## src/rtl/pbit_local_field_pkg.sv

```systemverilog
// Shared fixed-point types, constants and FSM encoding for the pbit pipeline stages.
// Word format is signed Q(INT_SIZE).(FLOAT_SIZE).
package pbit_pkg;

    localparam int INT_SIZE   = 8;
    localparam int FLOAT_SIZE = 24;
    localparam int DW         = INT_SIZE + FLOAT_SIZE;

    typedef logic signed [DW-1:0] fixed_t;

    localparam fixed_t FIX_ONE = fixed_t'(1 << FLOAT_SIZE);
    localparam fixed_t FIX_MAX = {1'b0, {(DW-1){1'b1}}};
    localparam fixed_t FIX_MIN = {1'b1, {(DW-1){1'b0}}};

    typedef enum logic [1:0] {
        IDLE = 2'd0,
        ACC  = 2'd1,
        SAT  = 2'd2
    } state_t;

    // Index width for a table of n entries; a single entry still needs one bit.
    function automatic int idx_width(input int n);
        return (n > 1) ? $clog2(n) : 1;
    endfunction

endpackage

```

## src/rtl/pbit_local_field_if.sv

```systemverilog
// Request/result and weight-load bundle between a pbit local-field stage and its host.
// master = host side, slave = field engine side.
interface pbit_local_field_if
    import pbit_pkg::*;
#(
    parameter int N_NEIGH = 8,
    parameter int DW      = pbit_pkg::DW
);

    localparam int IW = idx_width(N_NEIGH);

    logic                  start;
    logic [N_NEIGH-1:0]    m_vec;
    logic signed [DW-1:0]  bias;
    logic                  w_we;
    logic [IW-1:0]         w_waddr;
    logic signed [DW-1:0]  w_wdata;
    logic                  busy;
    logic signed [DW-1:0]  z;
    logic                  z_valid;
    logic                  wr_drop;

    modport master (
        output start, m_vec, bias, w_we, w_waddr, w_wdata,
        input  busy, z, z_valid, wr_drop
    );

    modport slave (
        input  start, m_vec, bias, w_we, w_waddr, w_wdata,
        output busy, z, z_valid, wr_drop
    );

endinterface

```

## src/rtl/pbit_local_field_sat.sv

```systemverilog
// Width-reducing signed saturator: clamps IN_W-bit input to the OUT_W-bit signed range.
// Narrower inputs are simply sign-extended.
module fixed_sat #(
    parameter int IN_W  = 37,
    parameter int OUT_W = 32
) (
    input  logic signed [IN_W-1:0]  din,
    output logic signed [OUT_W-1:0] dout
);

    generate
        if (IN_W > OUT_W) begin : g_reduce
            localparam int HW = IN_W - OUT_W + 1;

            // The value fits when every bit above the output sign bit matches it.
            logic [HW-1:0] head;
            logic          fits;

            assign head = din[IN_W-1:OUT_W-1];
            assign fits = (head == {HW{1'b0}}) || (head == {HW{1'b1}});

            always_comb begin
                dout = din[OUT_W-1:0];
                if (!fits) begin
                    if (din[IN_W-1]) begin
                        dout = {1'b1, {(OUT_W-1){1'b0}}};
                    end else begin
                        dout = {1'b0, {(OUT_W-1){1'b1}}};
                    end
                end
            end
        end else if (IN_W == OUT_W) begin : g_pass
            assign dout = din;
        end else begin : g_extend
            assign dout = {{(OUT_W-IN_W){din[IN_W-1]}}, din};
        end
    endgenerate

endmodule

```

## src/rtl/pbit_local_field.sv

```systemverilog
// Local field z = bias + sum_j (m[j] ? W[j] : -W[j]) for one p-bit, one neighbour per clock,
// saturated to the word width and held until the next update.
module pbit_local_field #(
    parameter int N_NEIGH    = 8,
    parameter int INT_SIZE   = pbit_pkg::INT_SIZE,
    parameter int FLOAT_SIZE = pbit_pkg::FLOAT_SIZE
) (
    input  logic              clk,
    input  logic              rst_n,
    pbit_local_field_if.slave bus
);

    import pbit_pkg::*;

    localparam int DW = INT_SIZE + FLOAT_SIZE;
    localparam int IW = idx_width(N_NEIGH);
    // Guard bits make the worst-case sum of N_NEIGH+1 full-scale terms exact.
    localparam int AW = DW + $clog2(N_NEIGH + 1) + 1;

    localparam logic [IW:0]   N_LIM    = (IW+1)'(N_NEIGH);
    localparam logic [IW-1:0] IDX_LAST = IW'(N_NEIGH - 1);

    state_t                 state_reg, state_next;
    logic [IW-1:0]          idx_reg, idx_next;
    logic [N_NEIGH-1:0]     m_reg, m_next;
    logic signed [AW-1:0]   acc_reg, acc_next;
    logic signed [DW-1:0]   z_reg, z_next;
    logic                   z_valid_reg, z_valid_next;
    logic                   wr_drop_reg, wr_drop_next;

    logic [N_NEIGH-1:0][DW-1:0] w_rd;
    logic signed [DW-1:0]       w_cur;
    logic signed [AW-1:0]       w_ext;
    logic signed [AW-1:0]       bias_ext;
    logic signed [DW-1:0]       z_sat;
    logic                       w_addr_ok;
    logic                       w_wr_en;

    // Weights only change while idle so an in-flight sum sees a stable table.
    assign w_addr_ok = {1'b0, bus.w_waddr} < N_LIM;
    assign w_wr_en   = bus.w_we && (state_reg == IDLE) && w_addr_ok;

    generate
        for (genvar gi = 0; gi < N_NEIGH; gi++) begin : g_weight
            logic [DW-1:0] w_reg;

            always_ff @(posedge clk or negedge rst_n) begin
                if (!rst_n) begin
                    w_reg <= '0;
                end else if (w_wr_en && (bus.w_waddr == IW'(gi))) begin
                    w_reg <= bus.w_wdata;
                end
            end

            assign w_rd[gi] = w_reg;
        end
    endgenerate

    assign w_cur    = $signed(w_rd[idx_reg]);
    assign w_ext    = {{(AW-DW){w_cur[DW-1]}}, w_cur};
    assign bias_ext = {{(AW-DW){bus.bias[DW-1]}}, bus.bias};

    fixed_sat #(
        .IN_W  (AW),
        .OUT_W (DW)
    ) u_sat (
        .din  (acc_reg),
        .dout (z_sat)
    );

    always_ff @(posedge clk or negedge rst_n) begin
        if (!rst_n) begin
            state_reg   <= IDLE;
            idx_reg     <= '0;
            m_reg       <= '0;
            acc_reg     <= '0;
            z_reg       <= '0;
            z_valid_reg <= 1'b0;
            wr_drop_reg <= 1'b0;
        end else begin
            state_reg   <= state_next;
            idx_reg     <= idx_next;
            m_reg       <= m_next;
            acc_reg     <= acc_next;
            z_reg       <= z_next;
            z_valid_reg <= z_valid_next;
            wr_drop_reg <= wr_drop_next;
        end
    end

    always_comb begin
        state_next   = state_reg;
        idx_next     = idx_reg;
        m_next       = m_reg;
        acc_next     = acc_reg;
        z_next       = z_reg;
        z_valid_next = 1'b0;
        wr_drop_next = bus.w_we && (state_reg != IDLE);

        case (state_reg)
            IDLE: begin
                if (bus.start) begin
                    m_next     = bus.m_vec;
                    acc_next   = bias_ext;
                    idx_next   = '0;
                    state_next = ACC;
                end
            end
            ACC: begin
                acc_next = m_reg[idx_reg] ? (acc_reg + w_ext) : (acc_reg - w_ext);
                idx_next = idx_reg + IW'(1);
                if (idx_reg == IDX_LAST) begin
                    state_next = SAT;
                end
            end
            SAT: begin
                z_next       = z_sat;
                z_valid_next = 1'b1;
                state_next   = IDLE;
            end
            default: begin
                state_next = IDLE;
            end
        endcase
    end

    assign bus.busy    = (state_reg != IDLE);
    assign bus.z       = z_reg;
    assign bus.z_valid = z_valid_reg;
    assign bus.wr_drop = wr_drop_reg;

endmodule

```

## src/flat_wrapper.sv

```systemverilog
// flat-port wrapper written by rule: the top's interface ports become plain ports
module pbit_local_field_flat import pbit_pkg::*;
#(
    parameter int N_NEIGH    = 8,
    parameter int INT_SIZE   = pbit_pkg::INT_SIZE,
    parameter int FLOAT_SIZE = pbit_pkg::FLOAT_SIZE
)
  (clk, rst_n, bus_start, bus_m_vec, bus_bias, bus_w_we, bus_w_waddr, bus_w_wdata, bus_busy, bus_z, bus_z_valid, bus_wr_drop);
  pbit_local_field_if #(.N_NEIGH(N_NEIGH), .DW(32)) bus_i ();
  input  logic clk;
  input  logic rst_n;
  input wire logic [$bits(bus_i.start)-1:0] bus_start;
  input wire logic [$bits(bus_i.m_vec)-1:0] bus_m_vec;
  input wire logic [$bits(bus_i.bias)-1:0] bus_bias;
  input wire logic [$bits(bus_i.w_we)-1:0] bus_w_we;
  input wire logic [$bits(bus_i.w_waddr)-1:0] bus_w_waddr;
  input wire logic [$bits(bus_i.w_wdata)-1:0] bus_w_wdata;
  output wire logic [$bits(bus_i.busy)-1:0] bus_busy;
  output wire logic [$bits(bus_i.z)-1:0] bus_z;
  output wire logic [$bits(bus_i.z_valid)-1:0] bus_z_valid;
  output wire logic [$bits(bus_i.wr_drop)-1:0] bus_wr_drop;
  assign bus_i.start = bus_start;
  assign bus_i.m_vec = bus_m_vec;
  assign bus_i.bias = bus_bias;
  assign bus_i.w_we = bus_w_we;
  assign bus_i.w_waddr = bus_w_waddr;
  assign bus_i.w_wdata = bus_w_wdata;
  assign bus_busy = bus_i.busy;
  assign bus_z = bus_i.z;
  assign bus_z_valid = bus_i.z_valid;
  assign bus_wr_drop = bus_i.wr_drop;
  pbit_local_field #(.N_NEIGH(N_NEIGH), .INT_SIZE(INT_SIZE), .FLOAT_SIZE(FLOAT_SIZE)) u_core (.clk(clk), .rst_n(rst_n), .bus(bus_i));
endmodule
```

## config.mk

```make
export PLATFORM = sky130hd
export DESIGN_NAME = pbit_local_field_flat
export DESIGN_NICKNAME = d
export VERILOG_FILES = /design/src/rtl/pbit_local_field_pkg.sv /design/src/rtl/pbit_local_field_if.sv /design/src/rtl/pbit_local_field_sat.sv /design/src/rtl/pbit_local_field.sv /design/src/flat_wrapper.sv
export SDC_FILE = /design/constraint.sdc
export NUM_CORES = 1
export LEC_CHECK = 0
export ABC_CLOCK_PERIOD_IN_PS = 6100
export BUFFER_PORTS_ARGS = -buffer_cell sky130_fd_sc_hd__buf_2
export CAP_MARGIN = 20
export CELL_PAD_IN_SITES_DETAIL_PLACEMENT = 0
export CELL_PAD_IN_SITES_GLOBAL_PLACEMENT = 1
export CORE_ASPECT_RATIO = 1.25
export CORE_UTILIZATION = 50
export CTS_CLUSTER_DIAMETER = 50
export CTS_CLUSTER_SIZE = 10
export DETAILED_ROUTE_END_ITERATION = 8
export PLACE_DENSITY_LB_ADDON = 0.1
export SLEW_MARGIN = 10
export SYNTH_ARGS = -nofsm -noshare
export SYNTH_HDL_FRONTEND = slang
export SYNTH_SLANG_ARGS = --single-unit
```

## constraint.sdc

```tcl
create_clock -name clk -period 6.1 [get_ports clk]
set_input_delay 0 -clock clk [delete_from_list [all_inputs] [get_ports clk]]
set_output_delay 0 -clock clk [all_outputs]
set_load 0.03 [all_outputs]
```

; ---- Word level (Yosys, flattened, before mapping)
; Index checks and enable logic that the tools add are counted.
[totals]
register_bits = 340
out_inout_bits = 35
word_cells = 66
[classes]
n_eq_ne = 13
reduce_logical = 19
addsub = 3
n_lt_le_gt_ge = 1
n_mux = 15
[op_table]
columns = cell, n
row1 = 32-bit binary-select mux with 3-bit select, 1
row2 = 32-bit 2-to-1 mux, 3
row3 = 37-bit 2-to-1 mux, 2
row4 = 37-bit case mux with 2 select lines, 1
row5 = 37-bit by 32-bit adder with 37-bit output, 1
row6 = 37-bit by 32-bit subtractor with 37-bit output, 1
row7 = 3-bit equality test (second input constant), 5
row8 = 1-bit logical AND, 10
row9 = 3-bit by 2-bit equality test with 1-bit output (second input constant), 2
row10 = 6-bit equality test (second input constant), 1
row11 = 6-bit logical NOT, 1
row12 = 3-bit case mux with 2 select lines, 1
row13 = 2-bit AND reduction, 3
row14 = 3-bit by 4-bit < comparator with 1-bit output (second input constant), 1
row15 = 2-bit 2-to-1 mux, 2
row16 = 2-bit case mux with 2 select lines, 1
row17 = 2-bit nonzero test, 2
row18 = 3-bit by 1-bit adder with 3-bit output (second input constant), 1
row19 = 1-bit binary-select mux with 3-bit select, 1
row20 = 3-bit by 1-bit equality test with 1-bit output (second input constant), 1
row21 = 3-bit logical NOT, 1
row22 = 3-bit 2-to-1 mux, 1
row23 = 2-bit by 1-bit equality test with 1-bit output (second input constant), 1
row24 = 2-bit equality test (second input constant), 1
row25 = 5 further kinds, 6

; ---- Logic depth before layout (Yosys ltp)
[depth]
ltp_word = 5
ltp_mapped = 24

; ---- Modules after synthesis
; A second synthesis with hierarchy kept.
[unflattened]
hier_cells = 1430
hier_area_um2 = 18094.9
[by_module_without_submodules]
columns = module, n_inst, cells_each, area_per_inst_um2, seq_area_each_um2
row1 = pbit_local_field, 1, 1385, 17727.0, 8508.2
row2 = fixed_sat, 1, 45, 367.9, 0.0

; ---- Worst setup path after synthesis
; OpenSTA, ideal clock, no wires.
[synth_timing]
kind = reg2reg
from = register u_core.idx_reg[1]
to = register u_core.acc_reg[35]
path_stages_with_launch = 25
t_arrival_ns = 5.106
path_slack_ns = 0.925
synth_period_minus_slack_ns = 5.175
path_cell_list = dfrtp_1 > buf_2 > buf_2 > buf_2 > buf_1 > mux4_2 > mux2i_1 > ha_1 > nand3_1 > nor4_2 > nand2_1 > nand2_1 > o21ai_0 > xnor2_1 > ha_1 > clkbuf_1 > a21oi_1 > nor2b_1 > nor4_1 > nor4_1 > o311a_1 > o311ai_1 > a31oi_1 > or4b_1 > nand3_1
[synth_between]
elab_chain_len = 5
elab_cells_between_ends = 8
cone_classes = add/sub (2) / mux (6)
[synth_lines]
columns = item, line_no
row1 = from (decl), pbit_local_field.sv:24  ; logic [IW-1:0] idx_reg, idx_next;
row2 = from (signal assigned), pbit_local_field.sv:82  ; idx_reg <= idx_next;
row3 = 32-bit binary-select mux with 3-bit select, pbit_local_field.sv:59  ; assign w_cur = $signed(w_rd[idx_reg]);
row4 = 32-bit 2-to-1 mux (not written as such), pbit_local_field.sv:59
row5 = 37-bit by 32-bit subtractor with 37-bit output / 37-bit by 32-bit adder with 37-bit output (equally long branches), pbit_local_field.sv:110  ; acc_next = m_reg[idx_reg] ? (acc_reg + w_ext) : (acc_reg - w_ext);
row6 = 37-bit 2-to-1 mux (*), pbit_local_field.sv:110
row7 = 37-bit case mux with 2 select lines (*), pbit_local_field.sv:100  ; case (state_reg)
row8 = to (signal assigned), pbit_local_field.sv:84  ; acc_reg <= acc_next;
row9 = to (decl), pbit_local_field.sv:26  ; logic signed [AW-1:0] acc_reg, acc_next;
; Every way passes the cells marked *; elsewhere a longest branch is shown, timed or not. The select of a mux whose other input is x is not followed.
; A chain may end at the register's enable or synchronous reset.

; ---- Worst setup path after layout
[layout_timing]
from = register u_core.idx_reg[2]
to = register u_core.acc_reg[35]
; Same word-level chain as after synthesis.

==> out/results.ini <==
[timing]
period_share=0.927
timing.final.hold_violations=0
post-route-min-period_ns=5.65
timing_max_transition_violations_final=0
worst_max_slew_pin_slew_ns=1.08
fmax_mhz=177
totalNegativeSetupSlack_ns=0
grt_setup_unrepaired=no
finalClockSkew_ns=0.0149
setup_viol=0
timing.slew.headroom=0.281

[critical_path]
cp-start-kind=flip-flop
ff2ff_path_depth=19
endpoint_kind=flip-flop
reg2reg_from=u_core.idx_reg[2]$_DFFE_PN0P_
timing.rr.end=u_core.acc_reg[35]$_DFFE_PN0P_
worst-endpoint-required_ns=6.59
worst-setup-path-type=flip-flop to flip-flop
timing.critical_path.fanout_max=20
arrival_ns=6.14
reg2reg_slack_ns=0.45

[clock_network]
cts_tree=yes
clock-root-buffer=sky130_fd_sc_hd__clkbuf_16
maximum_root_to_sink_buffer_count=3
cts_sink_count=340
clk_pin_slew_worst_paths_ns=0.06
cts_buffers=42
resize_count_post_cts=0
clkLatencyLatePin_ns=0.55
cts-htree-levels=2

[global_routing]
grt_start_max_net_pins=162
grt_first_pass_wirelength_um=68600
gr-total-overflow=0
grt.total_usage=0.247
grt_antenna_before_repair=3
vias_in_the_first_global_route=12489

[logic_synthesis]
post_synthesis_compound_gate_area_fraction=0.0879
yosysMostFrequentCell=sky130_fd_sc_hd__dfrtp_1
postSynth.asyncResetShare=1.00
yosys.area_share.simple=0.0769
synth_top_cell_area_share=0.481
synth_mux_area_frac=0.272
post_synth_main_area_contributors=sky130_fd_sc_hd__dfrtp_1 (48%), sky130_fd_sc_hd__mux2_2 (17%), sky130_fd_sc_hd__mux4_2 (7.5%)
synthesized_cell_area_um2=17700
syn_inst=1454
synth.avg_cell_area_um2=12.2
ys_top_cells_by_count=sky130_fd_sc_hd__dfrtp_1 (340), sky130_fd_sc_hd__mux2_2 (264), sky130_fd_sc_hd__a21oi_1 (115)
synth_flop_cell=sky130_fd_sc_hd__dfrtp_1
synth.lib_cells_used.distinct=68
biggest_area_consumer_among_synthesized_cells=sky130_fd_sc_hd__dfrtp_1
synth.yosys.seq_area_share=0.481
synth_edf_count=0
synth-adder-area-share=0.0294
number_of_warnings_reported_in_the_yosys_synthesis_log=0
ys_seq_elements=340
post_synth_xor_area_fraction=0.0287
dominant_combinational_cell_family_by_area_after_synthesis=multiplexers
postSynthNetCount=1574

[floorplanning]
area_of_the_die_um2=36100
initial_utilization=0.511
die_width_um=170
fp_rows=76
core_area_um2=34600
die_y_um=212
num_io_pins=114

[hold_path]
hold_path_end=u_core.acc_reg[31]$_DFFE_PN0P_
timing.hold.worst_path_depth=4
worstHoldStart=bus_start
timing.hold.worst.class=input pin to flip-flop

[route]
drt_first_pass_iters=5
detail_route.iter0.violations=675
drt-total-wl_um=43000
route.detailed.drc=0
total_via_count_in_the_routed_design=12152
avgRoutedWirePerCell_um=20.4
detail_route.vias_per_cell=5.75
ant_nets=0

[cells_and_area]
flip_flop_count_of_the_largest_register_after_layout=256
proportion_of_layout_cells_with_a_drive_suffix_above_1=0.329
layout-area-overhead-vs-synth_pct=17.2
layout.filler_cells=2910
nNetsFinal=1753

[run_status]
status=completed

[place]
dp.final_hpwl_um=29000
io_buffers=113
place.gp.congestion=0.834

[flow_run]
cap_viol_max_count=0

-- logic make-up (layout without fill, tap and decap cells) --
kind of cell	Yosys count	count (layout)
other	0	3
buffers and inverters	99	287
AND/OR/NAND/NOR	285	285
XOR/XNOR	58	58
multiplexers	373	373
adder cells (fa/ha/maj)	41	41
AO/OA/AOI/OAI	258	258
flip-flops	340	340
-- critical path, cell delays in order (launching register included) --
cell and delay (ns):
sky130_fd_sc_hd__dfrtp_4 0.61, sky130_fd_sc_hd__o311ai_1 0.43, sky130_fd_sc_hd__o32a_1 0.21, sky130_fd_sc_hd__o221ai_1 0.14, sky130_fd_sc_hd__or3_4 0.44, sky130_fd_sc_hd__or4b_4 0.54
sky130_fd_sc_hd__nor2_1 0.14, sky130_fd_sc_hd__and2_1 0.18, sky130_fd_sc_hd__a21oi_1 0.09, sky130_fd_sc_hd__xnor2_1 0.15, sky130_fd_sc_hd__ha_1 0.34, sky130_fd_sc_hd__a21oi_1 0.17
sky130_fd_sc_hd__o21ai_0 0.18, sky130_fd_sc_hd__a21oi_1 0.22, sky130_fd_sc_hd__nand3_1 0.21, sky130_fd_sc_hd__o311a_1 0.37, sky130_fd_sc_hd__o311ai_1 0.38, sky130_fd_sc_hd__a31oi_1 0.17
sky130_fd_sc_hd__or4b_1 0.52, sky130_fd_sc_hd__nand3_1 0.09
-- routing by layer --
metal	vias to the layer above	global-route usage	wire length [um]
met1	6200	0.328	19200
li1	5688	-	-
met5	-	0	0
met3	62	0.0356	1490
met2	202	0.421	21400
met4	0	0.0702	949
-- worst max-delay path by stage --
stage                                             start                        endpoint  slack, ns  cells after the start
after floorplan           u_core.idx_reg[1]$_DFFE_PN0P_  u_core.acc_reg[35]$_DFFE_PN0P_       0.93                     24
after global placement    u_core.idx_reg[0]$_DFFE_PN0P_  u_core.acc_reg[35]$_DFFE_PN0P_       0.42                     20
after detailed placement  u_core.idx_reg[0]$_DFFE_PN0P_  u_core.acc_reg[35]$_DFFE_PN0P_       0.34                     20
after CTS                 u_core.idx_reg[0]$_DFFE_PN0P_  u_core.acc_reg[35]$_DFFE_PN0P_       0.30                     20
after global routing      u_core.idx_reg[2]$_DFFE_PN0P_  u_core.acc_reg[35]$_DFFE_PN0P_       0.04                     19
final                     u_core.idx_reg[2]$_DFFE_PN0P_  u_core.acc_reg[35]$_DFFE_PN0P_       0.45                     19
-- cell type report --
| class | count | area (um^2) | area share |
|---|---|---|---|
| Multi-Input combinational cell | 1015 | 8780 | 0.424 |
| Sequential cell | 340 | 8520 | 0.411 |
| Timing Repair Buffer | 221 | 1630 | 0.0787 |
| Clock buffer | 44 | 1080 | 0.0521 |
| Tap cell | 468 | 586 | 0.0282 |
| Clock inverter | 9 | 76.3 | 0.00368 |
| Inverter | 13 | 51.3 | 0.00247 |
| Antenna cell | 3 | 7.51 | 0.000362 |
-- layout by cell type (no fill, tap or decap), types with 4 or more instances in the layout --
cell and count:
sky130_fd_sc_hd__dfrtp_1 337, sky130_fd_sc_hd__mux2_2 264, sky130_fd_sc_hd__a21oi_1 114, sky130_fd_sc_hd__buf_2 112, sky130_fd_sc_hd__nand2_1 95, sky130_fd_sc_hd__nor2_1 79, sky130_fd_sc_hd__dlygate4sd3_1 75, sky130_fd_sc_hd__mux4_2 59
sky130_fd_sc_hd__mux2i_1 49, sky130_fd_sc_hd__clkbuf_16 43, sky130_fd_sc_hd__ha_1 40, sky130_fd_sc_hd__o21ai_0 38, sky130_fd_sc_hd__xnor2_1 32, sky130_fd_sc_hd__buf_4 29, sky130_fd_sc_hd__xor2_1 26, sky130_fd_sc_hd__and3_1 18
sky130_fd_sc_hd__a21o_1 18, sky130_fd_sc_hd__and2_1 16, sky130_fd_sc_hd__nor3_1 16, sky130_fd_sc_hd__a22oi_1 15, sky130_fd_sc_hd__a31oi_1 14, sky130_fd_sc_hd__nand3_1 14, sky130_fd_sc_hd__inv_1 12, sky130_fd_sc_hd__nand4_1 7
sky130_fd_sc_hd__a211oi_1 7, sky130_fd_sc_hd__nand2b_1 6, sky130_fd_sc_hd__o21ai_1 6, sky130_fd_sc_hd__nor2b_1 6, sky130_fd_sc_hd__o31ai_1 5, sky130_fd_sc_hd__or3_1 4, sky130_fd_sc_hd__o21a_1 4, sky130_fd_sc_hd__or2_2 4
sky130_fd_sc_hd__o21bai_1 4, sky130_fd_sc_hd__clkinv_2 4
-- timing repair --
| action | CTS | global route |
|---|---|---|
| hold buffers | 76 | 0 |
| hold endpoints to repair | 352 | 0 |
| endpoints found under the setup margin | 0 | 2 |
| setup buffers | 0 | 1 |
-- through the flow --
stage                util  std cells  setup slack (ns)  hold slack, ns  cell area [um^2]
global route        0.599       2113            0.0369          0.0541             20700
CTS                 0.598       2109             0.299         0.00377             20700
finish              0.599       2113             0.448          0.0313             20700
global placement    0.542       1980             0.417         -0.0434             18800
floorplan               -       1454             0.925          -0.296             17700
detailed placement  0.542       1980             0.341         -0.0379             18800
Power is left out: the tool's default activity adds up to more than one toggle a clock period on the data nets, which glitch-free logic cannot reach.
